--- src/rtl/uart_program_loader.sv ---
// Boot-image loader: takes a little-endian word count and then that many words from the UART RX
// stream, writes each word to memory, and answers the host with a single ACK or NAK byte.
module uart_program_loader #(
  parameter int                    ADDR_WIDTH = 32,
  parameter logic [ADDR_WIDTH-1:0] BASE_ADDR  = '0,
  parameter int unsigned           MAX_WORDS  = 16384,
  parameter logic [7:0]            ACK_BYTE   = 8'hAA,
  parameter logic [7:0]            NAK_BYTE   = 8'h55
) (
  input  logic                  clk,
  input  logic                  rstn,
  input  logic                  start,
  input  logic [7:0]            rx_data,
  input  logic                  rx_valid,
  output logic                  rx_ready,
  output logic [7:0]            tx_data,
  output logic                  tx_valid,
  input  logic                  tx_ready,
  output logic [ADDR_WIDTH-1:0] mem_addr,
  output logic [31:0]           mem_wdata,
  output logic                  mem_valid,
  input  logic                  mem_ready,
  output logic                  busy,
  output logic                  done,
  output logic                  err
);

  // state | meaning
  // IDLE  | waiting for start after reset
  // LEN   | collecting the 4-byte word count
  // CHECK | classifying the word count (empty / too large / load)
  // DATA  | collecting the 4 bytes of the current word
  // WRITE | presenting the word to memory
  // ACK   | sending ACK_BYTE to the host
  // NAK   | sending NAK_BYTE to the host
  // DONE  | load finished; waiting for a re-arm
  // ERROR | header rejected; waiting for a re-arm
  typedef enum logic [3:0] {
    S_IDLE, S_LEN, S_CHECK, S_DATA, S_WRITE, S_ACK, S_NAK, S_DONE, S_ERROR
  } state_t;

  state_t      state, state_next;
  logic [1:0]  byte_cnt;
  logic [31:0] index, length, word;
  logic [31:0] index_inc;
  logic        arm;

  assign index_inc = index + 32'd1;
  assign arm       = start && (state == S_IDLE || state == S_DONE || state == S_ERROR);
  assign mem_addr  = BASE_ADDR + (ADDR_WIDTH'(index) << 2);
  assign mem_wdata = word;

  always_comb begin
    state_next = state;
    rx_ready   = 1'b0;
    mem_valid  = 1'b0;
    tx_valid   = 1'b0;
    tx_data    = 8'h00;
    busy       = 1'b1;
    done       = 1'b0;
    err        = 1'b0;
    case (state)
      S_IDLE: begin
        busy = 1'b0;
        if (start) state_next = S_LEN;
      end
      S_LEN: begin
        rx_ready = 1'b1;
        if (rx_valid && byte_cnt == 2'd3) state_next = S_CHECK;
      end
      S_CHECK: begin
        if (length == 32'd0)                  state_next = S_ACK;
        else if (length > 32'(MAX_WORDS))     state_next = S_NAK;
        else                                  state_next = S_DATA;
      end
      S_DATA: begin
        rx_ready = 1'b1;
        if (rx_valid && byte_cnt == 2'd3) state_next = S_WRITE;
      end
      S_WRITE: begin
        mem_valid = 1'b1;
        if (mem_ready) state_next = (index_inc == length) ? S_ACK : S_DATA;
      end
      S_ACK: begin
        tx_valid = 1'b1;
        tx_data  = ACK_BYTE;
        if (tx_ready) state_next = S_DONE;
      end
      S_NAK: begin
        tx_valid = 1'b1;
        tx_data  = NAK_BYTE;
        if (tx_ready) state_next = S_ERROR;
      end
      S_DONE: begin
        busy = 1'b0;
        done = 1'b1;
        if (start) state_next = S_LEN;
      end
      S_ERROR: begin
        busy = 1'b0;
        err  = 1'b1;
        if (start) state_next = S_LEN;
      end
      default: begin
        busy       = 1'b0;
        state_next = S_IDLE;
      end
    endcase
  end

  always_ff @(posedge clk or negedge rstn) begin
    if (!rstn) begin
      state    <= S_IDLE;
      byte_cnt <= 2'd0;
      index    <= 32'd0;
      length   <= 32'd0;
      word     <= 32'd0;
    end else begin
      state <= state_next;
      if (arm) begin
        byte_cnt <= 2'd0;
        index    <= 32'd0;
        length   <= 32'd0;
      end
      // Bytes shift in from the top, so after four of them the first byte sits in bits [7:0].
      if (rx_ready && rx_valid) begin
        byte_cnt <= byte_cnt + 2'd1;
        if (state == S_LEN) length <= {rx_data, length[31:8]};
        else                word   <= {rx_data, word[31:8]};
      end
      if (mem_valid && mem_ready) index <= index_inc;
    end
  end

endmodule

--- config.mk ---
export PLATFORM = sky130hd
export DESIGN_NAME = uart_program_loader
export DESIGN_NICKNAME = d
export VERILOG_FILES = /design/src/rtl/uart_program_loader.sv
export SDC_FILE = /design/constraint.sdc
export NUM_CORES = 1
export LEC_CHECK = 0
export CORE_ASPECT_RATIO = 0.9
export CORE_MARGIN = 4
export CORE_UTILIZATION = 55
export DETAILED_ROUTE_END_ITERATION = 7
export PLACE_DENSITY = 0.81
export SYNTH_ARGS = -nofsm -noshare
export SYNTH_HDL_FRONTEND = slang
export SYNTH_SLANG_ARGS = --single-unit
export TNS_END_PERCENT = 50
--- constraint.sdc ---
create_clock -name clk -period 3.66 [get_ports clk]
set_input_delay 0.915 -clock clk [delete_from_list [all_inputs] [get_ports clk]]
set_output_delay 0.915 -clock clk [all_outputs]
set_load 0.01 [all_outputs]
Word-level counts from Yosys, hierarchy flattened
Index checks and enable logic that the tools add are counted.

Output and inout port bits: 78. Input bits: 14. Register bits: 102. Word-level logic and storage cells: 65.

Bitwise gates (word level): 1. Reduce and logical (&&, ||, !) cells: 16. Multiplexer cells: 24. $lt $le $gt $ge: 1. Equal/unequal tests: 16. Add/sub/neg operators: 2.

Operators with widths (count): 32-bit 2-to-1 mux (5); 32-bit by 1-bit adder with 32-bit output (second input constant) (1); 32-bit == test (1); 32-bit by 15-bit > comparator with 1-bit output (second input constant) (1); 32-bit logical NOT (1); 4-bit case mux with 7 select lines (1); 4-bit 2-to-1 mux (6); 4-bit by 3-bit == test with 1-bit output (second input constant) (4); 8-bit case mux with 2 select lines (1); 2-bit != test (second input constant) (5); 3-bit 2-to-1 mux (3); 4-bit by 2-bit == test with 1-bit output (second input constant) (2); 1-bit 2-to-1 mux (6); 6-bit AND reduction (1); 6-bit OR reduction (1); 4-bit by 1-bit == test with 1-bit output (second input constant) (1); 4-bit == test (second input constant) (1); 1-bit logical AND (4); 4-bit logical NOT (1); 2-bit 2-to-1 mux (2); 2-bit nonzero test (2); 2-bit OR reduction (2); 3-bit OR reduction (1); 2-bit by 1-bit adder with 2-bit output (second input constant) (1); 5 further kinds (6).

Depth between registers and ports, before layout
Word-level depth: 7. Mapped depth: 10.

Worst setup path before layout
OpenSTA, ideal clock, no wires.

Kind: reg-to-reg. From: reg index[0]. To: reg state[1]. Slack: 618 ps. Cell stages (with the launch flop): 11. Setup time: 124 ps. Clock period less this slack: 3042 ps. Required time: 3536 ps. Arrival: 2918 ps. Cell sequence: dfrtp_1 > ha_1 > nand3_1 > or4_1 > clkbuf_2 > or2_0 > buf_2 > a2111oi_4 > o2111ai_1 > or4_1 > o31a_1.

Word-level cells in the longest chain between the ends: 5.

Ends and longest elaborated chain: start: declaration (line 44) `logic [31:0] index, length, word;`; start signal: assignment (line 131) `if (mem_valid && mem_ready) index <= index_inc;`; 32-bit by 1-bit adder with 32-bit output (line 48) `assign index_inc = index + 32'd1;`; 32-bit == test (line 82) `if (mem_ready) state_next = (index_inc == length) ? S_ACK : S_DATA;`; 3-bit 2-to-1 mux (line 82); 4-bit 2-to-1 mux (line 82); 4-bit case mux with 7 select lines (line 62) `case (state)`; end signal: assignment (line 119) `state <= state_next;`; end: declaration (line 42) `state_t state, state_next;`.

No other way between the ends. The select of a mux whose other input is x is not followed. A chain may end at the register's enable or synchronous reset.

Worst setup path after layout
Same ends and word-level chain as after synthesis.

==> results.ini <==
[status]
run_status = complete, no violations

[global_route]
grt_pass1_vias = 4805
grt_pass1_wl_mm = 25.8
grt_usage = 0.265
grt-ovfl-total = 0
grt_start_max_net_pins = 63
antenna_found_initial = 0

[power_and_ir_drop]
p_leak_uw = 0.00289
p_seq_frac = 0.374
power_density_nw_per_um2 = 705
p_int_uw = 3070
switching_power_uw = 1820
swShare = 0.372
p_clk_frac = 0.202
pwr-share-comb = 0.423
vdd_drop_max_uv = 594

[layout]
antenna_cells = 0
area_growth_pct = 18.0
drive_gt1_frac = 0.130
utilization = 0.671
nNetsFinal = 650

[timing]
setup_viol = 0
slew_violations = 0
relSlewSlack = 0.449
fin_setup_tns_ns = 0
min_period_ns = 3.35
fmax_ghz = 0.299
hold_violations = 0
worst_slew_pin_slew_ns = 0.819
min_period_over_period = 0.915
skew_ns = 0.00479
rsz0062_at_grt = false

[clocking]
root_buffer = clkbuf_16
cts_tree = yes
cts_buffer_depth = 2
clock_latency_ns = 0.34
post_cts_buffers = 0
clk_pin_slew_ns = 0.07
cts_sinks = 102
cts_buffers = 9
htree_levels = 3
ctsResizeCount = 0
cts.hold.buffers_added = 0

[yosys]
synth_top_cell_area_share = 0.434
ys_top_cells_by_area = dfrtp_1, mux2_2, xnor2_1
ys.warnings.count = 0
synth_edf_count = 0
synth_flop_cell = dfrtp_1
syn_inst = 595
avgSynthCellArea_um2 = 9.88
yosys_register_bits = 102
synth_area_leader_cell = dfrtp_1
ys_seq_area_frac = 0.434
synth_cell_type_count = 64
syn_area_um2 = 5880
ys_async_sr_fraction = 1.00

[run]
maxCapViolations = 0

[place]
gp_congestion = 0.923
portBuffers = 89
dp_hpwl_mm = 11.2

[die]
dieArea_um2 = 12400
coreArea_um2 = 10300
ios = 92
rows = 35
die_x_um = 117
start_util = 0.569
die_h_um = 106

[min_path]
min_path_type = reg -> reg

[routing]
first_pass_iters = 5
vias_per_cell = 6.42
wl_per_cell_um = 20.5
wirelength_mm = 15.7
vias = 4933
drc_errors = 0
postRouteAntennaNets = 0
drtIter0Drc = 451

[setup_path]
end_kind = flip-flop
crit_path_start_kind = flip-flop
cp_common_cell = or4_1
max_stage_delay_ns = 0.61
crit_chain = ha_1, nand3_1, or4_1, or2_0, a2111oi_4, o2111ai_1, or4_1, o31a_1
worst_path_max_delay_cell = or4_1
path_max_fanout = 8
cp.arrival_ns = 3.58
cp.required_ns = 3.89
criticalPathCategory = reg -> reg

==> routing by layer <==
layer / wire (µm) / GRT usage / vias up
met2: 7440 / 0.405 / 218
met1: 6910 / 0.379 / 2443
met3: 1100 / 0.0552 / 34
li1: - / - / 2238
met5: 0 / 0 / -
met4: 291 / 0.0794 / 0
==> layout make-up <==
class | count | area (µm²)
fillers | 812 | 3400
multi-input cells | 409 | 2870
flip-flops and latches | 102 | 2550
repair buffers | 106 | 1030
clock buffers | 11 | 243
well taps | 129 | 161
clock inverters | 5 | 65.1
inverters | 6 | 22.5
==> critical path: cells and delay by family (launching register included) <==
| kind | cells | cell delay [ns] |
|---|---|---|
| adder cells (fa/ha/maj) | 1 | 0.29 |
| AO/OA/AOI/OAI | 3 | 0.78 |
| AND/OR/NAND/NOR | 4 | 1.70 |
| flip-flops | 1 | 0.48 |
==> metrics by stage <==
| stage | hold WS (ns) | total power [µW] | worst slack (ns) | cells | area (µm²) |
|---|---|---|---|---|---|
| finish | 0.506 | 4890 | 0.310 | 768 | 6940 |
| global placement | 0.487 | 3830 | 0.428 | 752 | 6630 |
| detailed placement | 0.500 | 3900 | 0.363 | 752 | 6630 |
| floorplan | 0.465 | 3000 | 0.618 | 596 | 5880 |
| CTS | 0.511 | 4910 | 0.331 | 768 | 6940 |
| global route | 0.525 | 5180 | 0.136 | 768 | 6940 |
==> final timing paths <==
kind	start	end	slack [ns]	cells past startpoint
min in group asynchronous	rstn	mem_wdata[7]	0.65	1
setup / recovery	index[0]	state[1]	0.31	8
setup reg to reg	index[0]	state[1]	0.31	8
hold / removal	byte_cnt[0]	byte_cnt[0]	0.51	1
max in group asynchronous	rstn	index[3]	2.33	2
hold reg to reg	byte_cnt[0]	byte_cnt[0]	0.51	1
==> cells in the final DEF, fill, tap and decap left out, types with 3 or more instances in the layout <==
master           synthesis  final
dfrtp_1                102    102
o41ai_1                  5      5
clkdlybuf4s50_1          0     88
nand3_1                 18     18
o2111ai_1                5      5
mux2_2                  32     32
nand2b_1                 5      5
nand4_1                 15     15
o21ai_0                 45     45
and3_1                  14     14
nor2_1                  32     30
or3_1                    3      3
inv_1                    6      6
o31ai_1                 17     17
a31oi_1                  6      6
xnor2_1                 34     34
nand2_1                 33     33
a22o_1                  32     32
buf_4                   38     17
nor3b_1                  3      3
and4_1                   9      9
xor2_1                  10     10
o22ai_1                  4      4
nor2b_1                  5      5
clkbuf_16                0      9
or4_2                    3      3
nor3_1                   6      6
or4_1                    4      4
nor4_1                  12     12
a21oi_1                 14     14
==> registers in the layout (all words and copies together) (netlist names) <==
name	count
mem_wdata	32
state	4
index	32
length	32
byte_cnt	2
==> logic make-up after synthesis <==
group | count (synthesis) | synth area share
buf+inv | 85 | 0.0802
simple gates | 179 | 0.172
fa+ha+maj | 2 | 0.00425
compound gates | 148 | 0.177
xor+xnor | 45 | 0.0694
flops | 102 | 0.434
mux | 33 | 0.0630
other cells | 1 | 0.000638
==> synthesized netlist by cell type (9+ instances only) <==
master    count
xor2_1       10
dfrtp_1     102
nand2_1      33
a22o_1       32
mux2_2       32
nand3_1      18
a21oi_1      14
o31ai_1      17
clkbuf_1     33
nor2_1       32
and3_1       14
buf_4        38
xnor2_1      34
nand4_1      15
and4_1        9
nor4_1       12
o21ai_0      45
==> power groups by stage <==
stage	clock, µW	combinational [µW]	sequential [µW]
finish	989	2070	1830
global route	1060	2250	1880
CTS	1010	2080	1820
detailed placement	0	2060	1840
global placement	0	2010	1820
floorplan	0	1240	1760
(Power assumes the default switching activity.)
